File: config.mk
export PLATFORM = sky130hd
export DESIGN_NAME = id_stage
export DESIGN_NICKNAME = d
export VERILOG_FILES = /design/src/rtl/id_pkg.sv /design/src/rtl/id_regfile.sv /design/src/rtl/id_stage.sv
export SDC_FILE = /design/constraint.sdc
export NUM_CORES = 1
export LEC_CHECK = 0
export CAP_MARGIN = 15
export CORE_UTILIZATION = 54
export CTS_CLUSTER_SIZE = 8
export DETAILED_ROUTE_END_ITERATION = 10
export GPL_ROUTABILITY_DRIVEN = 0
export PLACE_DENSITY_LB_ADDON = 0.05
export SYNTH_ARGS = -nofsm -noshare
export SYNTH_HDL_FRONTEND = slang
export SYNTH_HIERARCHICAL = 1
export SYNTH_SLANG_ARGS = --single-unit
File: constraint.sdc
create_clock -name clk -period 7.48 [get_ports clk]
set_input_delay 1.122 -clock clk [delete_from_list [all_inputs] [get_ports clk]]
set_output_delay 1.122 -clock clk [all_outputs]
set_load 0.05 [all_outputs]
File: src/rtl/id_pkg.sv
// Shared decode definitions for the 16-bit pipeline ID stage: opcodes, field positions,
// immediate helpers and the ID/EX payload.
package id_pkg;

  localparam int unsigned XLEN = 16;
  localparam int unsigned OPW  = 4;
  localparam int unsigned RAW  = 4;

  localparam logic [OPW-1:0] OP_NOP  = 4'h0;
  localparam logic [OPW-1:0] OP_ADD  = 4'h1;
  localparam logic [OPW-1:0] OP_SUB  = 4'h2;
  localparam logic [OPW-1:0] OP_AND  = 4'h3;
  localparam logic [OPW-1:0] OP_OR   = 4'h4;
  localparam logic [OPW-1:0] OP_ADDI = 4'h5;
  localparam logic [OPW-1:0] OP_LDI  = 4'h6;
  localparam logic [OPW-1:0] OP_LD   = 4'h7;
  localparam logic [OPW-1:0] OP_ST   = 4'h8;
  localparam logic [OPW-1:0] OP_BEQ  = 4'h9;
  localparam logic [OPW-1:0] OP_JMP  = 4'hA;

  localparam int unsigned OP_MSB = 15;
  localparam int unsigned OP_LSB = 12;
  localparam int unsigned RD_MSB = 11;
  localparam int unsigned RD_LSB = 8;
  localparam int unsigned RS_MSB = 7;
  localparam int unsigned RS_LSB = 4;
  localparam int unsigned RT_MSB = 3;
  localparam int unsigned RT_LSB = 0;

  localparam logic [XLEN-1:0] NOP_INSTR = 16'h0000;

  typedef struct packed {
    logic            valid;
    logic [OPW-1:0]  op;
    logic [RAW-1:0]  rd;
    logic [XLEN-1:0] a;
    logic [XLEN-1:0] b;
    logic [XLEN-1:0] imm;
    logic            we;
    logic [XLEN-1:0] pc;
  } idex_t;

  function automatic logic [XLEN-1:0] sext_imm4(input logic [3:0] v);
    return {{(XLEN-4){v[3]}}, v};
  endfunction

  function automatic logic [XLEN-1:0] sext_off12(input logic [11:0] v);
    return {{(XLEN-12){v[11]}}, v};
  endfunction

  function automatic logic [XLEN-1:0] zext_imm8(input logic [7:0] v);
    return {{(XLEN-8){1'b0}}, v};
  endfunction

endpackage

File: src/rtl/id_regfile.sv
// 16x16 register file: r0 hard-wired to zero, one write port, three combinational read
// ports (rs, rt/store-data, rd-compare) each bypassing the same-cycle write-back.
module id_regfile
  import id_pkg::*;
#(
  parameter int unsigned NREGS = 16
) (
  input  logic            clk,
  input  logic            rst,
  input  logic [RAW-1:0]  ra_a_i,
  input  logic [RAW-1:0]  ra_b_i,
  input  logic [RAW-1:0]  ra_c_i,
  output logic [XLEN-1:0] rdata_a_c_o,
  output logic [XLEN-1:0] rdata_b_c_o,
  output logic [XLEN-1:0] rdata_c_c_o,
  input  logic            we_i,
  input  logic [RAW-1:0]  waddr_i,
  input  logic [XLEN-1:0] wdata_i
);

  logic [XLEN-1:0] regs_q [NREGS];

  always_ff @(posedge clk or posedge rst) begin
    if (rst) begin
      for (int unsigned i = 0; i < NREGS; i++) begin
        regs_q[i] <= '0;
      end
    end else if (we_i && (waddr_i != '0)) begin
      regs_q[waddr_i] <= wdata_i;
    end
  end

  // r0 forcing takes priority over bypass so a WB to r0 never leaks through.
  assign rdata_a_c_o = (ra_a_i == '0) ? '0 :
                       (we_i && (waddr_i == ra_a_i)) ? wdata_i : regs_q[ra_a_i];
  assign rdata_b_c_o = (ra_b_i == '0) ? '0 :
                       (we_i && (waddr_i == ra_b_i)) ? wdata_i : regs_q[ra_b_i];
  assign rdata_c_c_o = (ra_c_i == '0) ? '0 :
                       (we_i && (waddr_i == ra_c_i)) ? wdata_i : regs_q[ra_c_i];

endmodule

File: src/rtl/id_stage.sv
// Decode stage: IF/ID register, decode, operand read, jump/branch resolution, ID/EX register.
// Build option ILLEGAL_TRAP_EN redirects valid illegal opcodes to TRAP_VEC.
module id_stage
  import id_pkg::*;
#(
  parameter int unsigned     NREGS    = 16,
  parameter logic [XLEN-1:0] TRAP_VEC = 16'h00F0
) (
  input  logic            clk,
  input  logic            rst,
  input  logic [XLEN-1:0] instr_IF,
  input  logic [XLEN-1:0] PC,
  output logic            jump,
  output logic [XLEN-1:0] PC_jump,
  input  logic            wb_we,
  input  logic [RAW-1:0]  wb_addr,
  input  logic [XLEN-1:0] wb_data,
  output logic            ex_valid,
  output logic [OPW-1:0]  ex_op,
  output logic [RAW-1:0]  ex_rd,
  output logic [XLEN-1:0] ex_a,
  output logic [XLEN-1:0] ex_b,
  output logic [XLEN-1:0] ex_imm,
  output logic            ex_we,
  output logic [XLEN-1:0] ex_PC,
  output logic            illegal
);

  logic [XLEN-1:0] ifid_instr_q, ifid_instr_d;
  logic [XLEN-1:0] ifid_pc_q, ifid_pc_d;
  logic            ifid_valid_q, ifid_valid_d;
  idex_t           idex_q, idex_d;
  logic            illegal_q, illegal_d;

  logic [OPW-1:0]  op_c;
  logic [RAW-1:0]  rd_c, rs_c, rt_c, rb_addr_c;
  logic [XLEN-1:0] rs_val_c, rb_val_c, rd_val_c;
  logic            illegal_op_c, jmp_c, beq_taken_c, trap_c;

  assign op_c = ifid_instr_q[OP_MSB:OP_LSB];
  assign rd_c = ifid_instr_q[RD_MSB:RD_LSB];
  assign rs_c = ifid_instr_q[RS_MSB:RS_LSB];
  assign rt_c = ifid_instr_q[RT_MSB:RT_LSB];

  // ST carries its store data in the rd field, so port B follows rd for stores.
  assign rb_addr_c = (op_c == OP_ST) ? rd_c : rt_c;

  id_regfile #(
    .NREGS(NREGS)
  ) u_regfile (
    .clk         (clk),
    .rst         (rst),
    .ra_a_i      (rs_c),
    .ra_b_i      (rb_addr_c),
    .ra_c_i      (rd_c),
    .rdata_a_c_o (rs_val_c),
    .rdata_b_c_o (rb_val_c),
    .rdata_c_c_o (rd_val_c),
    .we_i        (wb_we),
    .waddr_i     (wb_addr),
    .wdata_i     (wb_data)
  );

  assign illegal_op_c = (op_c > OP_JMP);
  assign jmp_c        = ifid_valid_q && (op_c == OP_JMP);
  assign beq_taken_c  = ifid_valid_q && (op_c == OP_BEQ) && (rd_val_c == rs_val_c);

`ifdef ILLEGAL_TRAP_EN
  assign trap_c = ifid_valid_q && illegal_op_c;
`else
  assign trap_c = 1'b0;
`endif

  assign jump = jmp_c || beq_taken_c || trap_c;

  // Redirect target; wraps modulo 2^16.
  always_comb begin
    PC_jump = '0;
    if (trap_c) begin
      PC_jump = TRAP_VEC;
    end else if (jmp_c) begin
      PC_jump = XLEN'(ifid_pc_q + sext_off12(ifid_instr_q[11:0]));
    end else if (beq_taken_c) begin
      PC_jump = XLEN'(ifid_pc_q + sext_imm4(ifid_instr_q[3:0]));
    end
  end

  // A redirect squashes the sequential fetch currently arriving from IF.
  always_comb begin
    ifid_instr_d = instr_IF;
    ifid_pc_d    = PC;
    ifid_valid_d = 1'b1;
    if (jump) begin
      ifid_instr_d = NOP_INSTR;
      ifid_pc_d    = '0;
      ifid_valid_d = 1'b0;
    end
  end

  always_comb begin
    idex_d    = '0;
    illegal_d = illegal_q;
    if (ifid_valid_q) begin
      idex_d.pc = ifid_pc_q;
      if (illegal_op_c) begin
        illegal_d    = 1'b1;
        idex_d.valid = !trap_c;
      end else begin
        idex_d.valid = 1'b1;
        idex_d.op    = op_c;
        idex_d.rd    = rd_c;
        idex_d.a     = rs_val_c;
        idex_d.b     = rb_val_c;
        idex_d.we    = (op_c >= OP_ADD) && (op_c <= OP_LD) && (rd_c != '0);
        case (op_c)
          OP_LDI:  idex_d.imm = zext_imm8(ifid_instr_q[7:0]);
          OP_JMP:  idex_d.imm = sext_off12(ifid_instr_q[11:0]);
          default: idex_d.imm = sext_imm4(ifid_instr_q[3:0]);
        endcase
      end
    end
  end

  always_ff @(posedge clk or posedge rst) begin
    if (rst) begin
      ifid_instr_q <= NOP_INSTR;
      ifid_pc_q    <= '0;
      ifid_valid_q <= 1'b0;
      idex_q       <= '0;
      illegal_q    <= 1'b0;
    end else begin
      ifid_instr_q <= ifid_instr_d;
      ifid_pc_q    <= ifid_pc_d;
      ifid_valid_q <= ifid_valid_d;
      idex_q       <= idex_d;
      illegal_q    <= illegal_d;
    end
  end

  assign ex_valid = idex_q.valid;
  assign ex_op    = idex_q.op;
  assign ex_rd    = idex_q.rd;
  assign ex_a     = idex_q.a;
  assign ex_b     = idex_q.b;
  assign ex_imm   = idex_q.imm;
  assign ex_we    = idex_q.we;
  assign ex_PC    = idex_q.pc;
  assign illegal  = illegal_q;

endmodule

==> summary.txt <==
Critical path
  – Reg2Reg Depth: 12
  – Crit path kind: in -> out
  – FF-to-FF setup slack: 2570 ps
  – CP startpoint kind: input port
  – CP Max Fanout: 17
  – Critical Path RT: 6360 ps
  – Crit path DAT: 5960 ps
  – Setup crit end kind: primary output
  – Worst r2r src: ifid_instr_q[10]
  – CP max stage delay: 810 ps
  – Slowest stage cell, crit path: clkdlybuf4s50_1
  – Worst flop-to-flop path endpoint: ifid_instr_q[9]
  – Crit path launch: wb_addr[1]
  – Setup crit end: PC_jump[13]
  – CP cell instances: clkdlybuf4s50_1 > xnor2_1 > nand2_1 > or2_1 > a21oi_1 > xnor2_1 > nand4_1 > nor4_1 > nand4_1 > a31oi_1 > a22o_1 > clkdlybuf4s50_1

Final layout
  – Area growth, synth to finish: 13.88%
  – Fin cells: 2,353
  – Share of cells above drive strength 1: 26.21%
  – Fin area: 24,610 sq um
  – Antenna diode count: 0
  – Fill cells: 3,111
  – Fin nets: 1,914
  – Final Util: 62.95%

Timing
  – Final period utilization: 94.72%
  – Final setup vio count: 0
  – Fin crit period: 7085 ps
  – Slew HR: 26.27%
  – Final hold vios: 0
  – Final setup TNS: 0 ps
  – FMAX: 141.1 MHz
  – Unrepaired setup endpoints after global routing: false
  – Worst-Margin Slew: 1106 ps
  – Final clock skew: 35.00 ps
  – Slew Limit Fails: 0

Place
  – Placed insts: 2,298
  – Placed cell area: 23,330 sq um
  – Dpl hpwl: 43,380 um
  – IO buf count: 146

Yosys
  – Main combinational cell family by area after synthesis: multiplexers
  – Yosys reg bits: 360
  – Post-synthesis sequential area ratio: 41.68%
  – Synth Area in Compound Gates: 9.830%
  – Avg Inst Size Synth: 12.24 sq um
  – Synth Area in Simple Gates: 5.864%
  – Synth Instances: 1,766
  – Post-synth top flop: dfrtp_1
  – Post-synthesis mux area share: 34.51%
  – Yosys cell types: 57
  – Area share of fa/ha/maj cells after synthesis: 1.598%
  – Asr flop ratio synth: 100.0%
  – Post-synth EDFFs: 0
  – Post-Synth XOR/XNOR Area: 2.148%
  – Post-synthesis cell area: 21,610 sq um
  – Synthesized Nets: 1,848
  – Yosys warns: 6

Clocking
  – Clk buf depth: 3
  – Post-CTS resize count: 0
  – CTS clock-pin slew for the worst setup and hold paths: 50 ps
  – H-tree Lvls: 2
  – Clk sink count: 360
  – Worst-skew pair later-pin latency: 590 ps
  – Total CTS buffers: 50
  – Root buf cell: clkbuf_16
  – Post-CTS Hold Buffers: 0
  – Post CTS Setup Buffer Count: 0
  – CTS tree: built

Drt
  – Via/cell ratio: 6.733
  – WL final: 64,590 um
  – DR iter-0 viols: 1,604
  – Antenna viol nets, final: 0
  – Via count: 15,840
  – DR WL/cell: 27.45 um
  – DR DRC count: 0
  – 1st-pass router iterations: 7

Die
  – Chip width: 202.1 um
  – Core box area: 39,100 sq um
  – Die height: 202.1 um
  – Starting Density: 55.28%
  – Io pins: 147
  – Die area: 40,830 sq um
  – FP Rows: 72

Global route
  – Largest net degree at the start of global routing: 172
  – First-pass GRT wire length: 99,080 um
  – Initial antenna violation count: 6
  – Vias in the first global route: 15,560
  – Remaining global-route overflow: 0
  – Global router's overall resource usage: 32.19%

Power and ir drop
  – PwrDens: 274.8 nW/um^2
  – Max VDD drop: 0.0002555 V
  – Pleak: 0.01047 uW

Min path
  – Hold WC Path Type: reg -> reg

Flow run
  – Max cap viols: 0

Run status
  – Outcome: complete, no violations
==> how the worst min path moves through the flow <==
stage,startpoint,endpoint,slack [ps],cells past startpoint
final,u_regfile/regs_q[249],u_regfile/regs_q[249],420,0
after global routing,u_regfile/regs_q[250],u_regfile/regs_q[250],440,0
after CTS,u_regfile/regs_q[240],u_regfile/regs_q[240],430,0
after detailed placement,u_regfile/regs_q[240],u_regfile/regs_q[240],410,0
after global placement,u_regfile/regs_q[254],u_regfile/regs_q[254],400,0
after floorplan,ifid_valid_q,ex_valid,430,0
==> power breakdown <==
group | internal [uW] | leakage [uW] | switching [uW] | total (uW)
clock | 1170 | 0.000628 | 810 | 1980
combinational | 1020 | 0.00540 | 1070 | 2090
sequential | 2330 | 0.00444 | 364 | 2690
total | 4520 | 0.0105 | 2250 | 6760
==> cells in the mapped netlist, drive strengths merged (7+ instances only) <==
| cell | instances | area [sq um] |
|---|---|---|
| a211oi | 52 | 395.4 |
| a21o | 14 | 105.1 |
| a21oi | 74 | 370.4 |
| and2 | 48 | 300.3 |
| and3 | 43 | 269.0 |
| buf | 91 | 545.5 |
| clkbuf | 99 | 371.6 |
| dfrtp | 360 | 9009 |
| ha | 26 | 325.3 |
| inv | 7 | 26.28 |
| mux2 | 291 | 3277 |
| mux2i | 191 | 1912 |
| mux4 | 98 | 2271 |
| nand2 | 31 | 116.4 |
| nand2b | 8 | 50.05 |
| nand3 | 9 | 45.04 |
| nand3b | 7 | 52.55 |
| nor2 | 20 | 75.07 |
| nor2b | 9 | 56.30 |
| o21ai | 24 | 120.1 |
| o22ai | 96 | 600.6 |
| o31ai | 47 | 352.8 |
| or2 | 7 | 43.79 |
| or3 | 7 | 43.79 |
| xnor2 | 34 | 297.8 |
| xor2 | 19 | 166.4 |
==> logic make-up after synthesis <==
group	after synthesis
muxes	580
adders and majority gates	27
xor gates and xnor gates	53
DFF	360
buffers and inverters	197
and+or+nand+nor	219
AOI/OAI and AO/OA	330
==> layout make-up <==
class                   count  area (sq um)  area share, %
flip-flops and latches    360          9021          36.65
multi-input cells        1209         11680          47.45
repair buffers            204          1949          7.920
well taps                 518         648.1          2.633
clock buffers              54          1266          5.145
clock inverters             1         16.27        0.06609
inverters                   7         32.53         0.1322
==> placed cells by master, fill, tap and decap left out, types with 6 or more instances in the layout <==
| cell type | count |
|---|---|
| clkbuf_16 | 50 |
| mux2_1 | 20 |
| and3_1 | 43 |
| o21ai_0 | 20 |
| mux2i_1 | 191 |
| nand3_1 | 9 |
| nand2_1 | 31 |
| xnor2_1 | 34 |
| a21oi_1 | 74 |
| nand4_1 | 6 |
| dfrtp_1 | 354 |
| or3_1 | 7 |
| o22ai_1 | 96 |
| buf_4 | 57 |
| xor2_1 | 19 |
| nor2b_1 | 8 |
| nand2b_1 | 8 |
| a21o_1 | 14 |
| a31oi_1 | 6 |
| ha_1 | 26 |
| nand3b_1 | 7 |
| clkdlybuf4s50_1 | 142 |
| a211oi_1 | 51 |
| nor2_1 | 20 |
| mux4_1 | 17 |
| mux2_2 | 270 |
| and2_1 | 48 |
| mux4_2 | 81 |
| o31ai_1 | 47 |
==> sequential cells by signal (all words and copies together) (netlist names) <==
signal,flops
ex_a,16
ex_valid,1
ifid_pc_q,16
ifid_valid_q,1
ex_op,4
ifid_instr_q,16
ex_PC,16
u_regfile/regs_q,256
ex_rd,4
ex_imm,12
ex_b,16
illegal,1
ex_we,1
==> stage by stage <==
step,worst slack (ps),total power (uW),hold slack [ps]
after floorplan,1677,4126,425.2
after global placement,661.4,4714,404.8
after detailed placement,570.8,4763,410.1
after CTS,569.0,6770,426.2
after global routing,187.9,7055,442.0
final,395.2,6764,423.2
==> routing by layer <==
metal	vias to the layer above	wire [um]	global-route usage, %
met5	-	53	0
met4	10	2016	11.15
li1	6820	-	-
met3	136	5628	6.192
met2	756	28210	46.53
met1	8120	28680	48.33
==> worst max-delay path, delay by kind of cell <==
kind,cells,cell delay (ps)
and+or+nand+nor,5,2190
buffers and inverters,2,1410
AOI/OAI and AO/OA,3,740
xor gates and xnor gates,2,490
No activity file was read; power rests on OpenSTA's default activity.
